## src/rtl/wb2axi4l_timeout_bridge.sv

```systemverilog
// Wishbone (pipelined slave) to AXI4-Lite (master) bridge, one transaction in flight,
// with a response-wait watchdog and a sticky timeout indication.
//
// state   | meaning
// --------+------------------------------------------------------------
// IDLE    | waiting for wb_cyc & wb_stb; the only non-stalling state
// WRITE   | awvalid / wvalid held until their own handshakes complete
// WRESP   | bready held, waiting for bvalid
// READ    | arvalid held, waiting for arready
// RDATA   | rready held, waiting for rvalid
// DONE    | one-cycle wb_ack / wb_err pulse (suppressed if the master left)
module wb2axi4l_timeout_bridge #(
    parameter int ADDR_WIDTH     = 32,
    parameter int DATA_WIDTH     = 32,
    parameter int TIMEOUT_CYCLES = 256
) (
    input  logic                    CLK,
    input  logic                    RSTN,
    input  logic                    wb_cyc,
    input  logic                    wb_stb,
    input  logic                    wb_we,
    input  logic [ADDR_WIDTH-1:0]   wb_adr,
    input  logic [DATA_WIDTH/8-1:0] wb_sel,
    input  logic [DATA_WIDTH-1:0]   wb_wdat,
    output logic [DATA_WIDTH-1:0]   wb_rdat,
    output logic                    wb_ack,
    output logic                    wb_err,
    output logic                    wb_stall,
    output logic [ADDR_WIDTH-1:0]   awaddr,
    output logic                    awvalid,
    input  logic                    awready,
    output logic [DATA_WIDTH-1:0]   wdata,
    output logic [DATA_WIDTH/8-1:0] wstrb,
    output logic                    wvalid,
    input  logic                    wready,
    input  logic [1:0]              bresp,
    input  logic                    bvalid,
    output logic                    bready,
    output logic [ADDR_WIDTH-1:0]   araddr,
    output logic                    arvalid,
    input  logic                    arready,
    input  logic [DATA_WIDTH-1:0]   rdata,
    input  logic [1:0]              rresp,
    input  logic                    rvalid,
    output logic                    rready,
    output logic                    timeout_flag
);

    localparam int SEL_W = DATA_WIDTH / 8;
    localparam int CNT_W = (TIMEOUT_CYCLES > 1) ? $clog2(TIMEOUT_CYCLES + 1) : 1;

    typedef enum logic [2:0] {
        S_IDLE, S_WRITE, S_WRESP, S_READ, S_RDATA, S_DONE
    } state_t;

    state_t                  state_q, state_d;
    logic [ADDR_WIDTH-1:0]   adr_q, adr_d;
    logic [SEL_W-1:0]        sel_q, sel_d;
    logic [DATA_WIDTH-1:0]   wdat_q, wdat_d;
    logic [DATA_WIDTH-1:0]   rdat_q, rdat_d;
    logic                    awvalid_q, awvalid_d;
    logic                    wvalid_q, wvalid_d;
    logic                    bready_q, bready_d;
    logic                    arvalid_q, arvalid_d;
    logic                    rready_q, rready_d;
    logic                    ack_q, ack_d;
    logic                    err_q, err_d;
    logic                    abort_q, abort_d;
    logic                    tmo_flag_q, tmo_flag_d;
    logic [CNT_W-1:0]        tmo_cnt_q, tmo_cnt_d;
    logic                    busy, quiet, tmo_hit;

    always_comb begin
        state_d    = state_q;
        adr_d      = adr_q;
        sel_d      = sel_q;
        wdat_d     = wdat_q;
        rdat_d     = '0;
        awvalid_d  = awvalid_q;
        wvalid_d   = wvalid_q;
        bready_d   = bready_q;
        arvalid_d  = arvalid_q;
        rready_d   = rready_q;
        ack_d      = 1'b0;
        err_d      = 1'b0;
        abort_d    = abort_q;
        tmo_flag_d = tmo_flag_q;
        tmo_cnt_d  = tmo_cnt_q;

        busy    = (state_q == S_WRITE) || (state_q == S_WRESP) ||
                  (state_q == S_READ)  || (state_q == S_RDATA);
        // Once the master drops wb_cyc the response is swallowed, but AXI still completes.
        quiet   = abort_q || !wb_cyc;
        tmo_hit = (TIMEOUT_CYCLES != 0) && busy && (tmo_cnt_q == CNT_W'(1));

        if (busy) begin
            abort_d = quiet;
            if (TIMEOUT_CYCLES != 0) tmo_cnt_d = tmo_cnt_q - CNT_W'(1);
        end

        case (state_q)
            S_IDLE: begin
                if (wb_cyc && wb_stb) begin
                    adr_d     = wb_adr;
                    sel_d     = wb_sel;
                    wdat_d    = wb_wdat;
                    abort_d   = 1'b0;
                    tmo_cnt_d = CNT_W'(TIMEOUT_CYCLES);
                    if (wb_we) begin
                        state_d   = S_WRITE;
                        awvalid_d = 1'b1;
                        wvalid_d  = 1'b1;
                    end else begin
                        state_d   = S_READ;
                        arvalid_d = 1'b1;
                    end
                end
            end
            S_WRITE: begin
                awvalid_d = awvalid_q && !awready;
                wvalid_d  = wvalid_q && !wready;
                if (!awvalid_d && !wvalid_d) begin
                    state_d  = S_WRESP;
                    bready_d = 1'b1;
                end
            end
            S_WRESP: begin
                if (bvalid) begin
                    state_d  = S_DONE;
                    bready_d = 1'b0;
                    ack_d    = !quiet && !bresp[1];
                    err_d    = !quiet && bresp[1];
                end
            end
            S_READ: begin
                if (arready) begin
                    state_d   = S_RDATA;
                    arvalid_d = 1'b0;
                    rready_d  = 1'b1;
                end
            end
            S_RDATA: begin
                if (rvalid) begin
                    state_d  = S_DONE;
                    rready_d = 1'b0;
                    ack_d    = !quiet && !rresp[1];
                    err_d    = !quiet && rresp[1];
                    rdat_d   = (!quiet && !rresp[1]) ? rdata : '0;
                end
            end
            S_DONE: state_d = S_IDLE;
            default: state_d = S_IDLE;
        endcase

        if (tmo_hit) begin
            state_d    = S_DONE;
            awvalid_d  = 1'b0;
            wvalid_d   = 1'b0;
            bready_d   = 1'b0;
            arvalid_d  = 1'b0;
            rready_d   = 1'b0;
            ack_d      = 1'b0;
            err_d      = !quiet;
            rdat_d     = '0;
            tmo_flag_d = 1'b1;
        end
    end

    always_ff @(posedge CLK) begin
        if (!RSTN) begin
            state_q    <= S_IDLE;
            adr_q      <= '0;
            sel_q      <= '0;
            wdat_q     <= '0;
            rdat_q     <= '0;
            awvalid_q  <= 1'b0;
            wvalid_q   <= 1'b0;
            bready_q   <= 1'b0;
            arvalid_q  <= 1'b0;
            rready_q   <= 1'b0;
            ack_q      <= 1'b0;
            err_q      <= 1'b0;
            abort_q    <= 1'b0;
            tmo_flag_q <= 1'b0;
            tmo_cnt_q  <= '0;
        end else begin
            state_q    <= state_d;
            adr_q      <= adr_d;
            sel_q      <= sel_d;
            wdat_q     <= wdat_d;
            rdat_q     <= rdat_d;
            awvalid_q  <= awvalid_d;
            wvalid_q   <= wvalid_d;
            bready_q   <= bready_d;
            arvalid_q  <= arvalid_d;
            rready_q   <= rready_d;
            ack_q      <= ack_d;
            err_q      <= err_d;
            abort_q    <= abort_d;
            tmo_flag_q <= tmo_flag_d;
            tmo_cnt_q  <= tmo_cnt_d;
        end
    end

    assign wb_stall     = !RSTN || (state_q != S_IDLE);
    assign wb_ack       = ack_q;
    assign wb_err       = err_q;
    assign wb_rdat      = rdat_q;
    assign awaddr       = adr_q;
    assign araddr       = adr_q;
    assign wdata        = wdat_q;
    assign wstrb        = sel_q;
    assign awvalid      = awvalid_q;
    assign wvalid       = wvalid_q;
    assign bready       = bready_q;
    assign arvalid      = arvalid_q;
    assign rready       = rready_q;
    assign timeout_flag = tmo_flag_q;

endmodule

```

## config.mk

```make
export PLATFORM = sky130hd
export DESIGN_NAME = wb2axi4l_timeout_bridge
export DESIGN_NICKNAME = d
export VERILOG_FILES = /design/src/rtl/wb2axi4l_timeout_bridge.sv
export SDC_FILE = /design/constraint.sdc
export NUM_CORES = 1
export LEC_CHECK = 0
export ABC_CLOCK_PERIOD_IN_PS = 1650
export BUFFER_PORTS_ARGS = -buffer_cell sky130_fd_sc_hd__buf_2
export CAP_MARGIN = 20
export CORE_AREA = 2 2 110 112
export DETAILED_ROUTE_END_ITERATION = 12
export DIE_AREA = 0 0 112 114
export GPL_TIMING_DRIVEN = 0
export PLACE_DENSITY = 0.75
export SYNTH_ARGS = -nofsm -noshare
export SYNTH_HDL_FRONTEND = slang
export SYNTH_SLANG_ARGS = --single-unit
export TNS_END_PERCENT = 20
```

## constraint.sdc

```tcl
create_clock -name CLK -period 1.65 [get_ports CLK]
set_input_delay 0.0825 -clock CLK [delete_from_list [all_inputs] [get_ports CLK]]
set_output_delay 0.0825 -clock CLK [all_outputs]
set_load 0.005 [all_outputs]
```

==> out/results.txt, run 1 <==
Status -> complete, but fails checks
Failing checks -> setup timing
# Max-Cap Violations -> 0
DR vias -> 5139
Number of I/O port buffers -> 252
Post-route ant nets -> 0
Period utilisation layout -> 1.039
DIE AREA -> 0.01277 sq mm
R2R Path End -> wb_rdat[31]
Die H -> 114 um
Largest net degree at the start of global routing -> 17
Worst Reg-to-Reg Cells -> 8
Clk slew on worst S/H paths -> 0.06 ns
Crit path launch type -> register
Ratio of cells with drive above 1 in the final layout -> 0.3963
Synthesized instance count -> 530
Worst Path Arrival -> 2.07 ns
Vias in the first global route -> 5139
Syn_nets -> 646
Chip Width -> 112 um
Syn Area/Cell -> 8.522 sq um
RR Startpoint -> tmo_cnt_q[1]
Critical path fanouts, max -> 6
Total gr overflow -> 0
Post-synth top area share -> 0.5363
Root Buffer -> clkbuf_16
Initial antenna violation count -> 0
Worst IR drop on VDD -> 0.0007752 V
Post-DR vias/cell -> 4.767
Fin Clk Skew -> 0.007714 ns
Synth Flop Type -> dfxtp_1
Slowest cell on crit path -> dfxtp_2
Post-synthesis register bit count -> 121
Worst Hold Class -> input port to register
Slew HR -> 0.5952
Setup violators final -> 32
Number of synthesized flops with an enable pin -> 0
Synth top area cells -> dfxtp_1, nand2_1, a21oi_1
DP Wirelength -> 9779 um
Biggest area consumer among synthesized cells -> dfxtp_1
Hold endpoint -> wvalid
Core area -> 0.01171 sq mm
Worst Setup End Kind -> register
Placed insts -> 929
Max Buffers Root-to-Sink -> 2
PnR Total Power -> 10.76 mW
WL/cell -> 15.19 um
RSZ-0062 raised after global routing -> true
Initial Utilization -> 0.3857
Pwr per Cell Area -> 1352 mW/mm^2
Yosys warning count -> 0
Dpl ws -> -0.7491 ns
Slew @ Worst Pin -> 0.6072 ns
Synthesized area -> 0.004517 sq mm
Synth-to-layout area growth -> 76.12%
Initial DRC count -> 318
Hold Path Cell Cnt -> 4
Min Clock Period, post-route -> 1.715 ns
Cells along the critical path -> inv_1 > ha_1 > nor4b_2 > a41o_4 > nor3_4 > buf_6 > buf_8 > and2_4
Total CTS buffers -> 17
Critical path's largest stage delay -> 0.34 ns
Crit path kind -> register to register
CP Data Required Time -> 2.01 ns
Hold_sp -> wready
RD Place Congestion -> 0.8643
Finished Layout Cells -> 1078
NumNets Final -> 1034
Clock Latency Late Sink -> 0.42 ns
Leakage power -> 3.813 nW
CTS tree -> done
# rows -> 40
H-tree depth -> 4
DRC Markers -> 0
Seq/Total Area, Yosys -> 0.5363
Setup TNS -> -1.215 ns
# IOs -> 255
Final Max Tran Viols -> 0
Num Clock Sinks -> 121
ANT cells -> 0
Count of cell types in the netlist -> 40
R2R setup slack -> -0.07 ns
Hold Slack -> 0.04633 ns
Post-Route WL -> 16380 um
Final Hold Viols -> 0
Final Worst Setup Slack -> -0.06509 ns
Initial DRT Pass Iterations -> 4
First-pass GRT wire length -> 24720 um
FFs w/ async S/R, synth -> 0
All-layer global routing usage -> 0.2477
Fmax -> 583.1 MHz
-- cell families after synthesis --
kind of cell | share of synthesized area
AO/OA/AOI/OAI | 0.1186
buffers and inverters | 0.08753
flip-flops | 0.5363
XOR/XNOR | 0.01551
adder cells (fa/ha/maj) | 0.005539
AND/OR/NAND/NOR | 0.2366
-- layer usage --
layer  share of wire  wire (um)  track usage  vias to the layer above
li1                -          -            -                     2478
met1            0.37       6062       0.2473                     2330
met2            0.52       8436       0.4521                      275
met3           0.074       1215      0.07758                       56
met4           0.040        662       0.1488                        0
met5               0          0            0                        -
-- worst max-delay path, delay by kind of cell, from the launching register on --
family	cells	cell delay, ns
flip-flops	1	0.34
AO/OA/AOI/OAI	1	0.31
buffers and inverters	3	0.36
AND/OR/NAND/NOR	3	0.48
adder cells (fa/ha/maj)	1	0.16
-- report_power, final --
part	leakage, nW	internal (mW)	switching (mW)
sequential	0.986	3.33	0.328
clock	0.291	2.57	1.40
combinational	2.54	1.54	1.58
total	3.81	7.45	3.31
-- flip-flops by register name, summed over array words and instances (netlist names), 3 cells and up --
name	flops
araddr	32
state_q	3
tmo_cnt_q	9
wb_rdat	32
wdata	32
wstrb	4
-- worst max-delay path by stage --
| stage | from | endpoint | cells past startpoint |
|---|---|---|---|
| CTS | state_q[0] | tmo_cnt_q[1] | 5 |
| global route | state_q[1] | wb_rdat[6] | 7 |
| global placement | state_q[0] | tmo_cnt_q[1] | 6 |
| detailed placement | state_q[0] | abort_q | 6 |
| finish | tmo_cnt_q[1] | wb_rdat[31] | 8 |
| floorplan | state_q[0] | wb_rdat[10] | 7 |
-- cell usage in the layout, fill, tap and decap left out, drive strengths merged, types with 2 or more instances in the layout --
cell and n:
a21oi 80, inv 8, nand3b 2, clkbuf 35, clkinv 2, or3 2
o21ai 5, nor2b 2, clkinvlp 6, nand4 6, buf 307, nor4 3
nand3 3, ha 2, dfxtp 121, nor2 19, nand2 147, bufinv 4
nor3 6, o21a 2, and2 35, nand2b 5, xor2 7, a311oi 2
dlygate4sd3 106, a211oi 3
-- cell type report --
| type | instances | area (sq um) |
|---|---|---|
| Multi-Input combinational cell | 342 | 1788 |
| Timing Repair Buffer | 371 | 2477 |
| Tap cell | 147 | 183.9 |
| Sequential cell | 121 | 2434 |
| Fill cell | 882 | 3756 |
| Clock inverter | 14 | 196.4 |
| Inverter | 6 | 22.52 |
| Clock buffer | 18 | 439.2 |
| Buffer | 59 | 414.1 |
-- synthesized netlist by cell type, drive strengths merged, types with 3 or more instances --
master	instances
dfxtp	121
clkbuf	20
nand3	3
nor2	19
a211oi	3
nand2b	5
nor3	6
nand2	147
xor2	7
buf	41
inv	6
and2	35
o21ai	5
nand4	6
nor4	3
a21oi	80
-- metrics by stage --
step | utilization | area, sq um
global placement | 0.5091 | 5962
detailed placement | 0.5091 | 5962
global route | 0.6793 | 7955
CTS | 0.6713 | 7861
finish | 0.6793 | 7955
floorplan | - | 4517
-- what timing repair did --
item                                   in CTS  in global routing
hold buffers                              106                  0
gates resized for setup                    29                 28
buffers inserted                            9                  2
endpoints found under the hold margin     107                  0
setup endpoints to repair                 115                108
gates cloned                                1                  1
pin swaps                                  12                  7
Note: power is estimated with default switching activity, not from simulation.
==> run 2, diff against run 1 <==
ABC_AREA = 1   (was unset)
CORE_AREA = 2 2 113 115   (was 2 2 110 112)
DIE_AREA = 0 0 115 117   (was 0 0 112 114)
MAX_ROUTING_LAYER = met4   (was unset)
==> out/results.txt, run 2 <==
Status -> completed (was complete, but fails checks)
Clock Latency Late Sink -> 0.41 ns (was 0.42 ns)
Worst Reg-to-Reg Cells -> 8 (unchanged)
RSZ-0062 raised after global routing -> false (was true)
Crit path kind -> register to primary output (was register to register)
Fillcell total -> 990 (was 882)
Total gr overflow -> 0 (unchanged)
# Max-Cap Violations -> 0 (unchanged)
Syn Area/Cell -> 8.029 sq um (was 8.522 sq um)
Synth top area cells -> dfxtp_1, nand3_1, nand2_1 (was dfxtp_1, nand2_1, a21oi_1)
DRC Markers -> 0 (unchanged)
R2R setup slack -> 0.14 ns (was -0.07 ns)
Final Max Tran Viols -> 0 (unchanged)
Hold_sp -> rresp[1] (was wready)
Post-DR vias/cell -> 4.768 (was 4.767)
Worst Hold Class -> input port to register (unchanged)
Yosys warning count -> 0 (unchanged)
ANT cells -> 0 (unchanged)
CTS tree -> done (unchanged)
Hold endpoint -> wb_err (was wvalid)
Pwr per Cell Area -> 1407 mW/mm^2 (was 1352 mW/mm^2)
Hold Path Cell Cnt -> 3 (was 4)
First-pass GRT wire length -> 25120 um (was 24720 um)
Fmax -> 657.7 MHz (was 583.1 MHz)
All-layer global routing usage -> 0.2458 (was 0.2477)
Post-Route WL -> 16480 um (was 16380 um)
Post-synthesis register bit count -> 121 (unchanged)
DIE AREA -> 0.01346 sq mm (was 0.01277 sq mm)
Initial DRC count -> 326 (was 318)
Comb power frac -> 0.364 (was 0.291)
Seq/Total Area, Yosys -> 0.4930 (was 0.5363)
Die H -> 117 um (was 114 um)
Post-synth top area share -> 0.4930 (was 0.5363)
Commonest non-fill, non-tap cells in the layout -> buf_2, dfxtp_1, nand2_1 (was buf_2, nand2_1, dfxtp_1)
Hold Slack -> 0.02199 ns (was 0.04633 ns)
Switching share of total power -> 0.3452 (was 0.3077)
Synth-to-layout area growth -> 62.80% (was 76.12%)
NumNets Final -> 1103 (was 1034)
Setup TNS -> 0 ns (was -1.215 ns)
Biggest area consumer among synthesized cells -> dfxtp_1 (unchanged)
Min Clock Period, post-route -> 1.520 ns (was 1.715 ns)
Leakage power -> 4.053 nW (was 3.813 nW)
Largest net degree at the start of global routing -> 17 (unchanged)
Worst Path Arrival -> 1.44 ns (was 2.07 ns)
Root Buffer -> clkbuf_16 (unchanged)
# rows -> 41 (was 40)
RD Place Congestion -> 0.8355 (was 0.8643)
Internal power -> 7.370 mW (was 7.446 mW)
Number of I/O port buffers -> 251 (was 252)
Total CTS buffers -> 17 (unchanged)
Ratio of cells with drive above 1 in the final layout -> 0.3730 (was 0.3963)
Setup violators final -> 0 (was 32)
Critical path fanouts, max -> 10 (was 6)
Initial antenna violation count -> 0 (unchanged)
Synthesized area -> 0.004913 sq mm (was 0.004517 sq mm)
DP Wirelength -> 10370 um (was 9779 um)
Max Buffers Root-to-Sink -> 2 (unchanged)
Slew @ Worst Pin -> 0.4933 ns (was 0.6072 ns)
Initial Utilization -> 0.3991 (was 0.3857)
R2R Path End -> wb_rdat[30] (was wb_rdat[31])
FFs w/ async S/R, synth -> 0 (unchanged)
RR Startpoint -> state_q[1] (was tmo_cnt_q[1])
Final Hold Viols -> 0 (unchanged)
Core area -> 0.01231 sq mm (was 0.01171 sq mm)
Synthesized instance count -> 612 (was 530)
Number of synthesized flops with an enable pin -> 0 (unchanged)
Most common cell after layout, fill and taps aside -> buf_2 (unchanged)
Fin Clk Skew -> 0.01079 ns (was 0.007714 ns)
H-tree depth -> 4 (unchanged)
WL/cell -> 14.33 um (was 15.19 um)
Synth Flop Type -> dfxtp_1 (unchanged)
Chip Width -> 115 um (was 112 um)
Clock Power Share -> 0.320 (was 0.369)
DR vias -> 5483 (was 5139)
Worst IR drop on VDD -> 0.0008684 V (was 0.0007752 V)
Num Clock Sinks -> 121 (unchanged)
Most common cell in the synthesized netlist -> dfxtp_1 (was nand2_1)
Worst Setup End Kind -> primary output (was register)
Initial DRT Pass Iterations -> 4 (unchanged)
Switch Pwr -> 3.885 mW (was 3.310 mW)
CP Data Required Time -> 1.57 ns (was 2.01 ns)
# IOs -> 255 (unchanged)
Syn_nets -> 728 (was 646)
Crit path launch type -> register (unchanged)
Period utilisation layout -> 0.9215 (was 1.039)
Slew HR -> 0.6712 (was 0.5952)
Clk slew on worst S/H paths -> 0.06 ns (about the same)
Synth top cells by count -> dfxtp_1, nand2_1, nand3_1, a21oi_1, inv_1 (was nand2_1, dfxtp_1, a21oi_1, and2_1, buf_4)
Count of cell types in the netlist -> 32 (was 40)
Vias in the first global route -> 5368 (was 5139)
Post-route ant nets -> 0 (unchanged)
Flop pwr share -> 0.316 (was 0.340)
==> run 2: worst max-delay path: stages (launching register included) <==
cell and delay (ns):
dfxtp_1 0.30, buf_6 0.14, nor2_8 0.11, nand2_2 0.07, inv_4 0.09, buf_6 0.14, nand2_1 0.05, buf_2 0.13
==> run 2: routing by layer <==
layer	GRT usage	part of all wire	vias to the layer above
li1	-	-	2687
met1	0.2696	0.41	2473
met2	0.4039	0.48	269
met3	0.07673	0.075	54
met4	0.1261	0.038	0
met5	-	0	-
==> run 2: repair_timing <==
action | 4_1_cts | 5_1_grt
endpoints found under the hold margin | 105 | 0
endpoints found under the setup margin | 1 | 2
buffers inserted | 2 | 0
pin swaps | 1 | 0
hold buffers | 103 | 0
gates resized for setup | 2 | 2
==> run 2: area by class of cell <==
cell class	count	area, sq um	area share
plain buffers	68	483.0	0.06038
clock buffers	20	456.7	0.05709
clock inverters	12	123.9	0.01549
inverters	64	242.7	0.03035
multi-input cells	359	1780	0.2226
flip-flops and latches	121	2422	0.3028
well taps	150	187.7	0.02346
repair buffers	356	2302	0.2878
==> run 2: power groups by stage <==
stage	Combinational [mW]	Clock, mW	Sequential (mW)
after floorplan	2.64	0	3.61
after global placement	3.70	0	3.59
after detailed placement	3.75	0	3.61
after CTS	4.05	3.66	3.55
after global routing	4.60	3.80	3.60
final	4.10	3.60	3.56
==> run 2: logic make-up after synthesis <==
kind of cell | share of synthesized area
and+or+nand+nor | 0.2605
buffers and inverters | 0.1457
DFF | 0.4930
AOI/OAI and AO/OA | 0.09575
adders and majority gates | 0.005092
==> run 2: worst max-delay path by stage <==
stage	from	end	slack, ns
finish	state_q[1]	wb_stall	0.13
floorplan	tmo_cnt_q[1]	wb_rdat[10]	0.34
detailed placement	state_q[1]	tmo_cnt_q[3]	0.09
global route	state_q[1]	state_q[0]	0.001
CTS	state_q[1]	wb_stall	0.07
global placement	state_q[1]	tmo_cnt_q[3]	0.1
==> run 2: metrics by stage <==
stage | power, mW | cells | utilization | setup WS [ns] | cell area (sq um)
after floorplan | 6.243 | 612 | - | 0.3400 | 4913
after global placement | 7.288 | 1013 | 0.5164 | 0.09599 | 6357
after global routing | 12.00 | 1150 | 0.6497 | 0.001127 | 7999
after CTS | 11.26 | 1150 | 0.6490 | 0.07444 | 7990
after detailed placement | 7.357 | 1013 | 0.5164 | 0.09047 | 6357
final | 11.25 | 1150 | 0.6497 | 0.1296 | 7999
